--- src/rtl/pwr_event_monitor.sv ---
// Power event monitor: edge-captured alert/power-fail events, Avalon-MM CSRs, IRQ and holdoff shutdown FSM.
// Optional feature macro: PWR_EVT_COUNTERS_EN (saturating 16-bit rise counters in register 3).
`timescale 1ns/1ps

module pwr_event_monitor #(
    parameter int unsigned HOLDOFF_CYCLES = 12500
) (
    input  logic        clk125,
    input  logic        sys_rst_n,
    input  logic        voltage_alert_d,
    input  logic        power_failure_d,
    input  logic [1:0]  avs_address,
    input  logic        avs_read,
    input  logic        avs_write,
    input  logic [31:0] avs_writedata,
    output logic [31:0] avs_readdata,
    output logic        irq,
    output logic        shutdown_req
);

    localparam int unsigned CNT_W     = 16;
    localparam int unsigned EVT_W     = 4;
    localparam logic [CNT_W-1:0] HOLD_LAST = CNT_W'(HOLDOFF_CYCLES - 1);
    localparam logic [CNT_W-1:0] CNT_MAX   = {CNT_W{1'b1}};

    typedef enum logic [1:0] {
        IDLE    = 2'd0,
        ARMING  = 2'd1,
        TRIPPED = 2'd2
    } state_t;

    state_t             state;
    state_t             state_next;
    logic [CNT_W-1:0]   holdoff_cnt;
    logic [CNT_W-1:0]   holdoff_cnt_next;
    logic               shutdown_next;

    logic               va_prev;
    logic               pf_prev;
    logic               primed;
    logic [EVT_W-1:0]   event_q;
    logic [EVT_W-1:0]   mask_q;

    logic               va_rise_c;
    logic               va_fall_c;
    logic               pf_rise_c;
    logic               pf_fall_c;
    logic [EVT_W-1:0]   evt_set_c;
    logic [EVT_W-1:0]   evt_clr_c;
    logic               wr_event_c;
    logic               wr_mask_c;
    logic               wr_count_c;
    logic [31:0]        count_word_c;
    logic [31:0]        rd_mux_c;
    logic               unused_c;

    // Edges only count once the history has been loaded after reset release.
    assign va_rise_c = primed &  voltage_alert_d & ~va_prev;
    assign va_fall_c = primed & ~voltage_alert_d &  va_prev;
    assign pf_rise_c = primed &  power_failure_d & ~pf_prev;
    assign pf_fall_c = primed & ~power_failure_d &  pf_prev;
    assign evt_set_c = {pf_fall_c, pf_rise_c, va_fall_c, va_rise_c};

    assign wr_event_c = avs_write && (avs_address == 2'd1);
    assign wr_mask_c  = avs_write && (avs_address == 2'd2);
    assign wr_count_c = avs_write && (avs_address == 2'd3);
    assign evt_clr_c  = wr_event_c ? avs_writedata[EVT_W-1:0] : EVT_W'(0);
    assign unused_c   = ^{avs_writedata[31:EVT_W], wr_count_c};

    // Edge history, sticky events (set beats W1C), mask and interrupt.
    always_ff @(posedge clk125 or negedge sys_rst_n) begin
        if (!sys_rst_n) begin
            va_prev <= 1'b0;
            pf_prev <= 1'b0;
            primed  <= 1'b0;
            event_q <= '0;
            mask_q  <= '0;
            irq     <= 1'b0;
        end else begin
            va_prev <= voltage_alert_d;
            pf_prev <= power_failure_d;
            primed  <= 1'b1;
            event_q <= (event_q & ~evt_clr_c) | evt_set_c;
            if (wr_mask_c) begin
                mask_q <= avs_writedata[EVT_W-1:0];
            end
            irq     <= |(event_q & mask_q);
        end
    end

`ifdef PWR_EVT_COUNTERS_EN
    logic [CNT_W-1:0] va_cnt;
    logic [CNT_W-1:0] pf_cnt;

    // Saturating rise counters; a register-3 write clears both and drops a coincident increment.
    always_ff @(posedge clk125 or negedge sys_rst_n) begin
        if (!sys_rst_n) begin
            va_cnt <= '0;
            pf_cnt <= '0;
        end else if (wr_count_c) begin
            va_cnt <= '0;
            pf_cnt <= '0;
        end else begin
            if (va_rise_c && (va_cnt != CNT_MAX)) begin
                va_cnt <= va_cnt + CNT_W'(1);
            end
            if (pf_rise_c && (pf_cnt != CNT_MAX)) begin
                pf_cnt <= pf_cnt + CNT_W'(1);
            end
        end
    end

    assign count_word_c = {pf_cnt, va_cnt};
`else
    assign count_word_c = 32'h0000_0000;
`endif

    // Register read mux.
    always_comb begin
        rd_mux_c = 32'h0000_0000;
        case (avs_address)
            2'd0:    rd_mux_c = {29'h0, shutdown_req, power_failure_d, voltage_alert_d};
            2'd1:    rd_mux_c = {28'h0, event_q};
            2'd2:    rd_mux_c = {28'h0, mask_q};
            default: rd_mux_c = count_word_c;
        endcase
    end

    always_ff @(posedge clk125 or negedge sys_rst_n) begin
        if (!sys_rst_n) begin
            avs_readdata <= '0;
        end else if (avs_read) begin
            avs_readdata <= rd_mux_c;
        end
    end

    // Shutdown FSM state register.
    always_ff @(posedge clk125 or negedge sys_rst_n) begin
        if (!sys_rst_n) begin
            state        <= IDLE;
            holdoff_cnt  <= '0;
            shutdown_req <= 1'b0;
        end else begin
            state        <= state_next;
            holdoff_cnt  <= holdoff_cnt_next;
            shutdown_req <= shutdown_next;
        end
    end

    // Shutdown FSM next state; shutdown_req is registered from the next state.
    always_comb begin
        state_next       = state;
        holdoff_cnt_next = holdoff_cnt;
        shutdown_next    = 1'b0;
        case (state)
            IDLE: begin
                if (power_failure_d) begin
                    state_next       = ARMING;
                    holdoff_cnt_next = '0;
                end
            end
            ARMING: begin
                if (!power_failure_d) begin
                    state_next = IDLE;
                end else if (holdoff_cnt == HOLD_LAST) begin
                    state_next = TRIPPED;
                end else if (holdoff_cnt != CNT_MAX) begin
                    holdoff_cnt_next = holdoff_cnt + CNT_W'(1);
                end
            end
            TRIPPED: begin
                if (!power_failure_d) begin
                    state_next = IDLE;
                end
            end
            default: state_next = IDLE;
        endcase
        shutdown_next = (state_next == TRIPPED);
    end

endmodule

--- config.mk ---
export PLATFORM = sky130hd
export DESIGN_NAME = pwr_event_monitor
export DESIGN_NICKNAME = d
export VERILOG_FILES = /design/src/rtl/pwr_event_monitor.sv
export SDC_FILE = /design/constraint.sdc
export NUM_CORES = 1
export LEC_CHECK = 0
export BUFFER_PORTS_ARGS = -buffer_cell sky130_fd_sc_hd__buf_2
export CORE_MARGIN = 3
export CORE_UTILIZATION = 49
export DETAILED_ROUTE_END_ITERATION = 16
export PLACE_DENSITY_LB_ADDON = 0.08
export SYNTH_ARGS = -nofsm -noshare
export SYNTH_HDL_FRONTEND = slang
export SYNTH_SLANG_ARGS = --single-unit
--- constraint.sdc ---
create_clock -name clk125 -period 2.9 [get_ports clk125]
set_clock_uncertainty 0.05 [all_clocks]
set_input_delay 0.58 -clock clk125 [delete_from_list [all_inputs] [get_ports clk125]]
set_output_delay 0.58 -clock clk125 [all_outputs]
set_load 0.05 [all_outputs]
==> results of run 1 <==
==> metal layers <==
metal  share of wire  track usage  wire length (um)
met1            0.47        0.257              2000
met2            0.46        0.274              1930
met3           0.060       0.0403               255
met4           0.011       0.0702                46
met5               0            0                 0
==> sequential cells by signal, indices dropped and copies added (netlist names) <==
signal        flops
primed            1
shutdown_req      1
pf_prev           1
mask_q            4
avs_readdata      4
event_q           4
va_prev           1
irq               1
holdoff_cnt      16
state             2
==> cell usage in the layout, fill, tap and decap left out, types with 5 or more instances in the layout <==
cell	n
sky130_fd_sc_hd__clkbuf_8	6
sky130_fd_sc_hd__inv_1	8
sky130_fd_sc_hd__nand2_1	22
sky130_fd_sc_hd__o21ai_0	21
sky130_fd_sc_hd__conb_1	29
sky130_fd_sc_hd__a31oi_1	5
sky130_fd_sc_hd__nor2_1	11
sky130_fd_sc_hd__buf_2	17
sky130_fd_sc_hd__a21oi_1	11
sky130_fd_sc_hd__nand3_1	7
sky130_fd_sc_hd__nor3_1	6
sky130_fd_sc_hd__dfrtp_1	35
==> power groups by stage <==
stage | registers (mW) | logic, mW | clock network [mW]
after floorplan | 0.615 | 0.187 | 0
after global placement | 0.584 | 0.241 | 0
after detailed placement | 0.588 | 0.246 | 0
after CTS | 0.579 | 0.247 | 0.383
after global routing | 0.587 | 0.266 | 0.408
final | 0.579 | 0.247 | 0.372
==> worst register-to-register path, stage by stage (launching register included) <==
cell	delay, ns
sky130_fd_sc_hd__dfrtp_1	0.42
sky130_fd_sc_hd__ha_1	0.29
sky130_fd_sc_hd__nand3_4	0.14
sky130_fd_sc_hd__or4_4	0.58
sky130_fd_sc_hd__or3_1	0.55
sky130_fd_sc_hd__nand2_2	0.20
sky130_fd_sc_hd__o311ai_1	0.13
==> worst max path at each step <==
stage	slack, ns	to
floorplan	0.70	holdoff_cnt[9]$_DFFE_PN0P_
global placement	0.51	holdoff_cnt[9]$_DFFE_PN0P_
detailed placement	0.44	holdoff_cnt[11]$_DFFE_PN0P_
CTS	0.41	holdoff_cnt[11]$_DFFE_PN0P_
global route	0.24	holdoff_cnt[9]$_DFFE_PN0P_
finish	0.42	holdoff_cnt[3]$_DFFE_PN0P_
==> cells by family (layout without fill, tap and decap cells) <==
logic type	Yosys count	count (layout)	synth area share
adder cells (fa/ha/maj)	1	1	0.00625
multiplexers	4	4	0.0200
flip-flops	35	35	0.438
AND/OR/NAND/NOR	76	76	0.210
AO/OA/AOI/OAI	59	59	0.187
other	2	29	0.00375
buffers and inverters	42	35	0.136
==> per-stage QoR <==
step	power (mW)	instance area, sq um	utilization
2_1_floorplan	0.801	2100	-
3_3_place_gp	0.826	2020	0.532
3_5_place_dp	0.834	2020	0.532
4_1_cts	1.21	2120	0.558
5_1_grt	1.26	2120	0.558
6_report	1.20	2120	0.558
==> final cells by class <==
cell class,instances,area (sq um)
inverters,8,30.0
flip-flops and latches,35,876
clock buffers,6,82.6
clock inverters,2,16.3
multi-input cells,169,955
well taps,48,60.1
repair buffers,19,100
fillers,358,1680
==> results.cfg, run 1 <==
[pwr]
power.combinational.fraction = 0.206
p_switching_uw = 414
ir_worst_vdd_mv = 0.245
power.sequential.fraction = 0.483
internal-power_uw = 783
power_per_cell_area_nw_per_um2 = 565
total_leakage_power_nw = 0.940
switching_share = 0.346
clock_power_share = 0.311

[finish]
fin_nets = 279
stdcell_count = 287
layout-drive-gt1-share = 0.146
layout-area-overhead-vs-synth_pct = 5.94
antenna-diode-count = 0

[synth]
combined_area_of_all_synthesized_cells_sq_um = 2000
synth_flop_cell = sky130_fd_sc_hd__dfrtp_1
synth_area_leader_cell = sky130_fd_sc_hd__dfrtp_1
ys_top_cells_by_area = sky130_fd_sc_hd__dfrtp_1 44%, sky130_fd_sc_hd__buf_4 11%, sky130_fd_sc_hd__o21ai_0 5.3%
synthDistinctLibCells = 45
postSynthCellCount = 219
synth.yosys.warnings = 0
yosysTopAreaCellShare = 0.438
synth_edf_count = 0
share_of_synthesized_area_occupied_by_flip_flops_and_latches = 0.438
synth.top_cells.by_count = 35 x sky130_fd_sc_hd__dfrtp_1, 28 x sky130_fd_sc_hd__buf_4, 22 x sky130_fd_sc_hd__nand2_1
most_repeated_cell_in_the_gate_level_netlist_after_synthesis = sky130_fd_sc_hd__dfrtp_1
synthArstFlopShare = 1.00
syn_avg_cell_area_sq_um = 9.14
synth_seq_cells = 35

[timing]
worst_slew_margin_rel = 0.484
setup_total_negative_slack_ns = 0
worstMarginPinSlew_ns = 0.774
final_period_minus_worst_setup_slack_ns = 2.48
report.final.setup_viol = 0
finalHoldViolations = 0
final_critical_path_setup_slack_ns = 0.418
fin_worst_hold_slack_ns = 0.314
peak_clock_frequency_supported_by_timing_mhz = 403
layout_worst_path_cycle_share = 0.856
grt_setup_unrepaired = no
final_max_slew_viol_count = 0

[grt]
grt_remaining_overflow = 0
combined_global_route_utilization_of_all_metal_layers = 0.183
vias_in_the_first_global_route = 1501
grt_pass1_wl_mm = 7.11
grt_antenna_before_repair = 0
maximum_number_of_pins_on_one_net_before_global_route_repair = 36

[clock_tree]
clk_root_buffer_cell = sky130_fd_sc_hd__clkbuf_8
insertion_delay_ns = 0.29
cts_hold_repair.buffers = 0
tritoncts_clock_tree = built
cts_buffer_depth = 2
cts_buffers = 5
post_cts_buffers = 0
h-tree-depth = 2
clkTransAtPathRegs_ns = 0.07
clock_tree_sinks = 35
cts-resized-gates = 0

[worst_setup_path]
cp_max_fo = 7
setup.worst_path.end_class = flop
path_depth = 6
cp_launch_point = holdoff_cnt[0]$_DFFE_PN0P_
crit_slowest_cell = sky130_fd_sc_hd__or4_4
timing.rr.start = holdoff_cnt[0]$_DFFE_PN0P_
startpoint_type = flop
timing.rr.end = holdoff_cnt[3]$_DFFE_PN0P_
timing.critical_path.slowest_cell_delay_ns = 0.58
regToRegSetupSlack_ns = 0.42
crit_buf_inv = 0
worstPathArrival_ns = 2.59
cp_top_family = simple AND/OR/NAND/NOR gates
worstPathRequired_ns = 3.01
cells_traversed_along_the_worst_timing_path = ha_1, nand3_4, or4_4, or3_1, nand2_2, o311ai_1
type_of_the_worst_setup_path = flop to flop
reg2reg_depth = 6

[detailed_routing]
route.final.wire_length_mm = 4.23
drt-pass1-iter-count = 6
drt_iter0_markers = 135
route.vias.total = 1599
detail-route-antenna-nets = 0
avgViaCountPerCell = 5.57
wire_per_inst_um = 14.7
drcViolationCount = 0

[floorplanning]
die_outline_area_sq_um = 4890
rows = 22
die_y_um = 69.9
floorplan.initialDensity = 0.527
core-area_sq_um = 3800
top_level_ports = 74
die_w_um = 69.9

[hold_path]
min_delay_path_class = input port to async pin

[place]
gp_routability_congestion = 0.908
place.detailed.instances = 279
place.port_buffers = 17
detailedPlacementHpwl_mm = 3.07
detailedPlace.worstSlack_ns = 0.438

[job]
drv_cap = 0

[outcome]
run_status = complete, no violations
Note: power is estimated with default switching activity, not from simulation.
==> run 2, diff against run 1 <==
--- a/config.mk
+++ b/config.mk
@@ -6,10 +6,10 @@
 export NUM_CORES = 1
 export LEC_CHECK = 0
 export BUFFER_PORTS_ARGS = -buffer_cell sky130_fd_sc_hd__buf_2
-export CORE_MARGIN = 3
 export CORE_UTILIZATION = 49
 export DETAILED_ROUTE_END_ITERATION = 16
 export PLACE_DENSITY_LB_ADDON = 0.08
+export RECOVER_POWER = 25
 export SYNTH_ARGS = -nofsm -noshare
 export SYNTH_HDL_FRONTEND = slang
 export SYNTH_SLANG_ARGS = --single-unit
==> results.cfg, run 2 (synthesized netlist as in run 1, its figures left out) <==
[outcome]
run_status = finished, violations left
violations = max-capacitance violations, max-slew violations

[clock_tree]
clk_root_buffer_cell = sky130_fd_sc_hd__clkbuf_8
tritoncts_clock_tree = built
insertion_delay_ns = 0.28
cts_buffer_depth = 2
clkTransAtPathRegs_ns = 0.07
post_cts_buffers = 0
cts-resized-gates = 0
clock_tree_sinks = 35
cts_buffers = 5
cts_hold_repair.buffers = 0
h-tree-depth = 2

[floorplanning]
rows = 22
core-area_sq_um = 3800
top_level_ports = 74
die_outline_area_sq_um = 4340
floorplan.initialDensity = 0.527
die_w_um = 65.9
die_y_um = 65.9

[timing]
grt_setup_unrepaired = no
layout_worst_path_cycle_share = 0.842
final_period_minus_worst_setup_slack_ns = 2.44
report.final.setup_viol = 0
fin_worst_hold_slack_ns = 0.411
finalHoldViolations = 0
peak_clock_frequency_supported_by_timing_mhz = 409
worst_slew_margin_rel = -0.230
worstMarginPinSlew_ns = 1.84
final_max_slew_viol_count = 36
setup_total_negative_slack_ns = 0

[worst_setup_path]
cp_max_fo = 7
reg2reg_depth = 6
type_of_the_worst_setup_path = flop to flop
startpoint_type = flop
regToRegSetupSlack_ns = 0.46
worstPathArrival_ns = 2.56
worstPathRequired_ns = 3.01
timing.rr.end = holdoff_cnt[9]$_DFFE_PN0P_
timing.rr.start = holdoff_cnt[0]$_DFFE_PN0P_
setup.worst_path.end_class = flop

[place]
detailedPlacementHpwl_mm = 2.99
gp_routability_congestion = 0.863
placed_cell_area_sq_um = 2020
place.port_buffers = 17
place.detailed.instances = 279

[finish]
finalInstanceArea_sq_um = 2100
final_common_cell = sky130_fd_sc_hd__dfrtp_1
regMostFlops = holdoff_cnt
stdcell_count = 287
final_cell_mix = 35 x sky130_fd_sc_hd__dfrtp_1, 29 x sky130_fd_sc_hd__conb_1, 22 x sky130_fd_sc_hd__nand2_1, 21 x sky130_fd_sc_hd__o21ai_0, 14 x sky130_fd_sc_hd__buf_2
largest_reg_flops = 16
layout-drive-gt1-share = 0.130
fin_nets = 279
layout-area-overhead-vs-synth_pct = 5.07
fill_cell_instance_count_of_the_final_layout = 353
antenna-diode-count = 0
layout.core_utilization = 0.553

[detailed_routing]
drt_iter0_markers = 114
avgViaCountPerCell = 5.60
detail-route-antenna-nets = 0
drt-pass1-iter-count = 4
drcViolationCount = 0
wire_per_inst_um = 14.0
route.vias.total = 1608
route.final.wire_length_mm = 4.03

[hold_path]
timing.hold.worst.start = va_prev$_DFF_PN0_
min_delay_path_class = flop to flop
hold_depth = 1
hold-path-endpoint = event_q[0]$_DFF_PN0_

[job]
drv_cap = 1

[grt]
grt_pass1_wl_mm = 7.09
grt_antenna_before_repair = 0
grt_remaining_overflow = 0
vias_in_the_first_global_route = 1501
maximum_number_of_pins_on_one_net_before_global_route_repair = 36
combined_global_route_utilization_of_all_metal_layers = 0.221

[pwr]
power_per_cell_area_nw_per_um2 = 554
total_leakage_power_nw = 0.926
ir_worst_vdd_mv = 0.362
-- run 2: worst max path at each step --
stage,slack (ns),start,cells past startpoint,end
4_1_cts,0.46,holdoff_cnt[0]$_DFFE_PN0P_,6,holdoff_cnt[11]$_DFFE_PN0P_
3_3_place_gp,0.51,holdoff_cnt[0]$_DFFE_PN0P_,6,holdoff_cnt[9]$_DFFE_PN0P_
2_1_floorplan,0.70,holdoff_cnt[0]$_DFFE_PN0P_,7,holdoff_cnt[9]$_DFFE_PN0P_
3_5_place_dp,0.47,holdoff_cnt[0]$_DFFE_PN0P_,6,holdoff_cnt[11]$_DFFE_PN0P_
6_report,0.46,holdoff_cnt[0]$_DFFE_PN0P_,6,holdoff_cnt[9]$_DFFE_PN0P_
5_1_grt,0.37,holdoff_cnt[0]$_DFFE_PN0P_,6,holdoff_cnt[9]$_DFFE_PN0P_
-- run 2: critical path: stages, from the launching register on --
cell                      delay [ns]
sky130_fd_sc_hd__dfrtp_1        0.41
sky130_fd_sc_hd__ha_1           0.27
sky130_fd_sc_hd__nand3_4        0.13
sky130_fd_sc_hd__or4_4          0.58
sky130_fd_sc_hd__or3_1          0.55
sky130_fd_sc_hd__a41oi_1        0.26
sky130_fd_sc_hd__a31oi_1        0.06
-- run 2: layer usage --
layer	up-vias	share of wire	GRT usage
met5	-	0	0
met4	0	0.019	0.0951
met3	9	0.053	0.0569
met2	61	0.43	0.323
met1	772	0.50	0.308
li1	766	-	-
-- run 2: where the power goes --
part           internal (mW)  switching [mW]  total [mW]
clock network          0.168           0.173       0.341
logic                 0.0559           0.188       0.244
registers              0.533          0.0458       0.579
-- run 2: cell type report --
type	instances	area (sq um)	area share
repair buffers	19	96.3	0.0458
multi-input cells	169	955	0.454
well taps	48	60.1	0.0286
inverters	8	30.0	0.0143
clock inverters	2	12.5	0.00595
flip-flops and latches	35	876	0.417
clock buffers	6	72.6	0.0345
-- run 2: through the flow --
| step | total power [mW] | setup WS (ns) |
|---|---|---|
| global route | 1.23 | 0.369 |
| floorplan | 0.801 | 0.696 |
| detailed placement | 0.834 | 0.472 |
| CTS | 1.18 | 0.465 |
| finish | 1.16 | 0.457 |
| global placement | 0.825 | 0.515 |
